`config.mk`:
```
export PLATFORM = sky130hd
export DESIGN_NAME = bundle_counter_array
export DESIGN_NICKNAME = d
export VERILOG_FILES = /design/src/rtl/hpu_bundle_pkg.sv /design/src/rtl/bundle_counter_array_lane.sv /design/src/rtl/bundle_counter_array.sv
export SDC_FILE = /design/constraint.sdc
export NUM_CORES = 2
export LEC_CHECK = 0
export CAP_MARGIN = 10
export CORE_MARGIN = 2
export CORE_UTILIZATION = 60
export DETAILED_ROUTE_END_ITERATION = 7
export PLACE_DENSITY = 0.74
export SYNTH_ARGS = -nofsm -noshare
export SYNTH_HDL_FRONTEND = slang
export SYNTH_SLANG_ARGS = --single-unit
```
`constraint.sdc`:
```
create_clock -name clk -period 30.8 [get_ports clk]
set_input_delay 4.62 -clock clk [delete_from_list [all_inputs] [get_ports clk]]
set_output_delay 4.62 -clock clk [all_outputs]
set_load 0.02 [all_outputs]
```
`src/rtl/hpu_bundle_pkg.sv`:
```
// Shared types and saturating arithmetic helpers for the HPU bundling accumulator.
// The helpers work on 32-bit containers, so counter widths up to 32 bits are supported.
package hpu_bundle_pkg;

  typedef enum logic [0:0] {
    ST_ACC  = 1'b0,
    ST_DONE = 1'b1
  } state_t;

  // Signed +1 (dn=0) or -1 (dn=1) step clamped to a w-bit two's complement range.
  // Bit 32 of the result flags a clamp; bits [31:0] hold the stepped value.
  function automatic logic [32:0] sat_step(input logic [31:0] val, input logic dn,
                                           input int unsigned w);
    logic signed [31:0] s_val;
    logic signed [31:0] s_max;
    logic signed [31:0] s_min;
    s_val = signed'(val);
    s_max = signed'((32'd1 << (w - 1)) - 32'd1);
    s_min = ~s_max;
    if (dn) begin
      if (s_val == s_min) return {1'b1, val};
      else                return {1'b0, val - 32'd1};
    end else begin
      if (s_val == s_max) return {1'b1, val};
      else                return {1'b0, val + 32'd1};
    end
  endfunction

  // Unsigned increment that sticks at 2^w-1.
  function automatic logic [31:0] sat_inc(input logic [31:0] val, input int unsigned w);
    logic [31:0] mx;
    if (w >= 32) mx = '1;
    else         mx = (32'd1 << w) - 32'd1;
    return (val == mx) ? val : val + 32'd1;
  endfunction

endpackage

```
`src/rtl/bundle_counter_array_lane.sv`:
```
// One saturating signed vote counter: +1 on a 0 bit, -1 on a 1 bit.
// sign reflects the value the counter will hold after this cycle's step.
module bundle_lane
  import hpu_bundle_pkg::*;
#(
  parameter int W = 16
) (
  input  logic clk,
  input  logic rst,
  input  logic step_en,
  input  logic bit_in,
  input  logic zero,
  output logic sign,
  output logic clamped
);

  logic [W-1:0] r_cnt;
  logic [32:0]  w_step;
  logic [32:0]  w_unused_step;
  logic [W-1:0] w_next;

  assign w_step        = sat_step(32'(signed'(r_cnt)), bit_in, W);
  assign w_unused_step = w_step;
  assign w_next        = step_en ? w_step[W-1:0] : r_cnt;
  assign sign          = w_next[W-1];
  assign clamped       = step_en & w_step[32];

  always_ff @(posedge clk or posedge rst) begin
    if (rst)       r_cnt <= '0;
    else if (zero) r_cnt <= '0;
    else           r_cnt <= w_next;
  end

endmodule

```
`src/rtl/bundle_counter_array.sv`:
```
// D-lane majority bundler: accumulates beats until in_last, then holds the
// sign-bit vector, beat count and sticky clamp flag until the consumer takes them.
module bundle_counter_array
  import hpu_bundle_pkg::*;
#(
  parameter int D = 32,
  parameter int W = 16
) (
  input  logic         clk,
  input  logic         rst,
  input  logic         clear,
  input  logic         in_valid,
  output logic         in_ready,
  input  logic [D-1:0] in_vec,
  input  logic         in_last,
  output logic         out_valid,
  input  logic         out_ready,
  output logic [D-1:0] out_vec,
  output logic [W-1:0] n_count,
  output logic         sat
);

  state_t       r_state;
  logic [D-1:0] r_out_vec;
  logic [W-1:0] r_n_count;
  logic         r_sat;

  logic         w_accept;
  logic         w_release;
  logic         w_zero;
  logic [D-1:0] w_sign;
  logic [D-1:0] w_clamped;
  logic [31:0]  w_n_inc;
  logic [31:0]  w_unused_n_inc;

  // clear wins over everything, so a beat in the clear cycle is never accepted
  assign w_accept       = in_valid & (r_state == ST_ACC) & ~clear;
  assign w_release      = (r_state == ST_DONE) & out_ready;
  assign w_zero         = clear | w_release;
  assign w_n_inc        = sat_inc(32'(r_n_count), W);
  assign w_unused_n_inc = w_n_inc;

  generate
    for (genvar gi = 0; gi < D; gi++) begin : g_lane
      bundle_lane #(.W(W)) u_lane (
        .clk     (clk),
        .rst     (rst),
        .step_en (w_accept),
        .bit_in  (in_vec[gi]),
        .zero    (w_zero),
        .sign    (w_sign[gi]),
        .clamped (w_clamped[gi])
      );
    end
  endgenerate

  always_ff @(posedge clk or posedge rst) begin
    if (rst) begin
      r_state <= ST_ACC;
    end else if (clear) begin
      r_state <= ST_ACC;
    end else begin
      case (r_state)
        ST_ACC:  if (w_accept && in_last) r_state <= ST_DONE;
        ST_DONE: if (out_ready)           r_state <= ST_ACC;
        default: r_state <= ST_ACC;
      endcase
    end
  end

  always_ff @(posedge clk or posedge rst) begin
    if (rst)                       r_out_vec <= '0;
    else if (w_accept && in_last)  r_out_vec <= w_sign;
  end

  always_ff @(posedge clk or posedge rst) begin
    if (rst)           r_n_count <= '0;
    else if (w_zero)   r_n_count <= '0;
    else if (w_accept) r_n_count <= w_n_inc[W-1:0];
  end

  always_ff @(posedge clk or posedge rst) begin
    if (rst)                            r_sat <= 1'b0;
    else if (w_zero)                    r_sat <= 1'b0;
    else if (w_accept && |w_clamped)    r_sat <= 1'b1;
  end

  assign in_ready  = (r_state == ST_ACC);
  assign out_valid = (r_state == ST_DONE);
  assign out_vec   = r_out_vec;
  assign n_count   = r_n_count;
  assign sat       = r_sat;

endmodule
```
==> key figures <==
Setup path
  • CP Max Fanout: 129
  • Reg2Reg Setup Slack: 27.24 ns
  • Worst path cell trace: clkdlybuf4s50_1 -> a21oi_4 -> buf_4 -> buf_12 -> buf_4 -> and2_0 -> a21oi_1 -> o22ai_1
  • CP required: 31.33 ns
  • Reg-to-reg startpoint: g_lane[28].u_lane.r_cnt[1]
  • CP Buf/Inv Count: 4
  • Crit end category: flop
  • Setup crit start: out_ready
  • Top delay family on crit path: buffers and inverters
  • Worst path most repeated cell: buf_4
  • Setup crit start kind: input pin
  • Reg-to-Reg End: g_lane[28].u_lane.r_cnt[11]
  • Max incr delay on CP: 0.77 ns
  • R2R cell count: 10
  • Slowest cell on crit path: buf_4
  • Crit Path Class: in -> reg
  • Worst endpoint data arrival time: 8.04 ns

Timing
  • Final-report hold violation count: 0
  • Actual slew at the worst max-slew pin: 1.33 ns
  • Setup TNS: 0 ns
  • Setup ws final: 23.30 ns
  • Fin crit share: 0.244
  • Fmax: 0.133 GHz
  • Fin Hold WS: 0.479 ns
  • Max_slew headroom: 0.110
  • Final min period: 7.50 ns
  • Slew Limit Fails: 0
  • Final setup violation count: 0
  • RSZ-0062 raised after global routing: false
  • Layout Skew: 0.0185 ns

Drt
  • DR vias/cell: 6.90
  • Vias: 47800
  • Routed wire length: 131 mm
  • Detailed Routing Iterations Pass 1: 6
  • DRT antenna net count: 0
  • DRT iter0 DRCs: 5154
  • WL per Instance: 18.9 µm
  • DRC viols: 0

Power
  • Sequential Power Share: 0.353
  • Maximum vdd drop: 0.0418 mV
  • Psw: 1.21 mW
  • PD cells: 62.1 nW/µm²
  • Proportion of power drawn by combinational gates: 0.361
  • Clock share of power: 0.286
  • Sw Share: 0.395
  • Leakage: 19.0 nW
  • Internal power: 1.85 mW

Global routing
  • Grt ovf: 0
  • Pin count of the biggest net entering global routing: 131
  • Global-route wire length before repair: 217 mm
  • GRT Util Overall: 0.321
  • Vias in the first global route: 42900
  • Antenna violations before repair: 5

Clock tree
  • Clock root buffer: clkbuf_16
  • CTS buffer count: 69
  • TritonCTS clock tree: yes
  • H-tree levels: 3
  • Clk buf depth: 3
  • Post-CTS Setup Inserts: 0
  • Cts repair resizes: 0
  • CTS Hold Bufs: 0
  • CTS clock-pin slew for the worst setup and hold paths: 0.06 ns
  • Worst skew pair latency: 0.61 ns
  • CTS Sinks: 562

Worst hold path
  • Hold Path Origin: out_vec[28]
  • Hold depth: 2
  • Hold EP: out_vec[28]
  • Worst Hold Class: reg -> reg

Finish
  • Share of layout cells above drive strength 1: 0.0530
  • Fillers: 6706
  • Post-route cell area: 49300 µm²
  • Final nets: 5977
  • Area delta synth->final: 6.70%
  • Seq. cell area: 14100 µm²
  • Area of the multi-input gates: 29600 µm²

Synthesis
  • Ys async rst share: 1.00
  • Syn. warnings: 0
  • Post-synth EDFFs: 0
  • Syn avg cell area: 7.49 µm²
  • Synth area leader: dfrtp_1
  • Post-synth top area share: 0.304
  • Synth Net Count: 6307
  • Synthesized instance count: 6172
  • Synth cell types: 90
  • Area contributors post-synth: dfrtp_1 30%, o21ai_0 7.5%, nand2_1 5.3%
  • Count leader, synth: o21ai_0
  • Flops & latches, synth: 562
  • Synthesized area: 46200 µm²
  • Synth Flop Type: dfrtp_1
  • Post-synth top cells: 691 x o21ai_0, 652 x nand2_1, 562 x dfrtp_1, 534 x clkbuf_1, 532 x nor2_1
  • Register area share after synthesis: 0.304

Place
  • IO Port Bufs: 88
  • Post-DP HPWL: 83.7 mm
  • Place WS: 22.75 ns
  • Routability cong.: 0.927
  • Post-Place Cell Area: 46900 µm²

Die
  • Die width: 281 µm
  • Initial Util: 0.607
  • Core footprint: 76100 µm²
  • Core Rows: 101
  • IO Pins: 89
  • Die footprint: 79200 µm²
  • Die Y: 281 µm

Outcome
  • Status: finished, final reports clean

Run
  • Max Cap Violations: 0
## worst reg2reg max path, stage by stage (launching register included)
cell     delay [ns]
dfrtp_1        0.46
inv_1          0.13
ha_1           0.14
or3b_2         0.50
o41a_1         0.60
buf_4          0.25
o21ai_1        0.77
nand2_1        0.28
o21ai_0        0.17
nand2_1        0.08
o21ai_0        0.09
## sequential cells by signal (all words and copies together), names as in the netlist
| signal | flops |
|---|---|
| out_vec | 32 |
| n_count | 16 |
| sat | 1 |
| out_valid | 1 |
| g_lane.u_lane.r_cnt | 512 |
## power by group through the flow
stage | sequential, mW | combinational [mW] | clock (mW)
floorplan | 0.962 | 0.951 | 0
global placement | 1.08 | 1.06 | 0
detailed placement | 1.08 | 1.09 | 0
CTS | 1.07 | 1.09 | 0.891
global route | 1.11 | 1.24 | 0.920
finish | 1.08 | 1.11 | 0.875
## how the worst max path moves through the flow
| stage | to | slack (ns) | depth (start not counted) |
|---|---|---|---|
| 2_1_floorplan | g_lane[0].u_lane.r_cnt[0] | 10.46 | 1 |
| 3_3_place_gp | g_lane[6].u_lane.r_cnt[5] | 22.80 | 8 |
| 3_5_place_dp | g_lane[6].u_lane.r_cnt[5] | 22.75 | 8 |
| 4_1_cts | g_lane[6].u_lane.r_cnt[5] | 23.40 | 8 |
| 5_1_grt | g_lane[6].u_lane.r_cnt[13] | 23.15 | 8 |
| 6_report | g_lane[6].u_lane.r_cnt[5] | 23.30 | 8 |
## cells by family (layout without fill, tap and decap cells)
| logic type | Yosys count | count (layout) | synth area share |
|---|---|---|---|
| muxes | 72 | 72 | 0.0178 |
| buffers and inverters | 694 | 414 | 0.0570 |
| adders and majority gates | 97 | 97 | 0.0263 |
| and+or+nand+nor | 2573 | 2573 | 0.276 |
| DFF | 562 | 562 | 0.304 |
| other | 0 | 5 | 0 |
| xor gates and xnor gates | 147 | 147 | 0.0279 |
| AOI/OAI and AO/OA | 2027 | 2027 | 0.291 |
## final cells by class
| class | instances | share of cell area |
|---|---|---|
| clock inverters | 18 | 0.00596 |
| inverters | 137 | 0.0106 |
| diodes | 5 | 0.000254 |
| clock buffers | 103 | 0.0428 |
| multi-input cells | 4916 | 0.600 |
| flip-flops and latches | 562 | 0.285 |
| well taps | 1030 | 0.0261 |
| repair buffers | 156 | 0.0290 |
## per-layer routing
layer	routed length, µm	track usage
met1	59100	0.458
met5	13	0
met2	59200	0.507
met3	9100	0.0404
met4	3320	0.104
## layout by cell type, fill, tap and decap left out, types with 62 or more instances in the layout
master           synthesis  layout
o31ai_1                 89      89
or3_1                   66      66
clkdlybuf4s50_1          0      88
xnor2_1                 89      89
ha_1                    97      97
and3_1                  93      92
clkbuf_16                0      73
o221ai_1                86      86
dfrtp_1                562     562
a21oi_1                288     287
o21ai_0                691     690
inv_1                  135     134
o22ai_1                 97      97
nand4_1                115     115
nand3_1                407     406
nand2_1                652     650
a31oi_1                 74      74
nor3_1                 242     242
nor2_1                 532     532
a221o_1                 82      82
buf_4                    1      65
a22oi_1                 72      72
a22o_1                  62      62
nor4_1                 157     157
## stage by stage
step | utilization | power [mW] | cells
floorplan | - | 1.91 | 6172
global placement | 0.616 | 2.14 | 6798
detailed placement | 0.616 | 2.17 | 6798
CTS | 0.648 | 3.05 | 6919
global route | 0.648 | 3.27 | 6924
finish | 0.648 | 3.06 | 6927
Power figures use the tool's default switching activity.
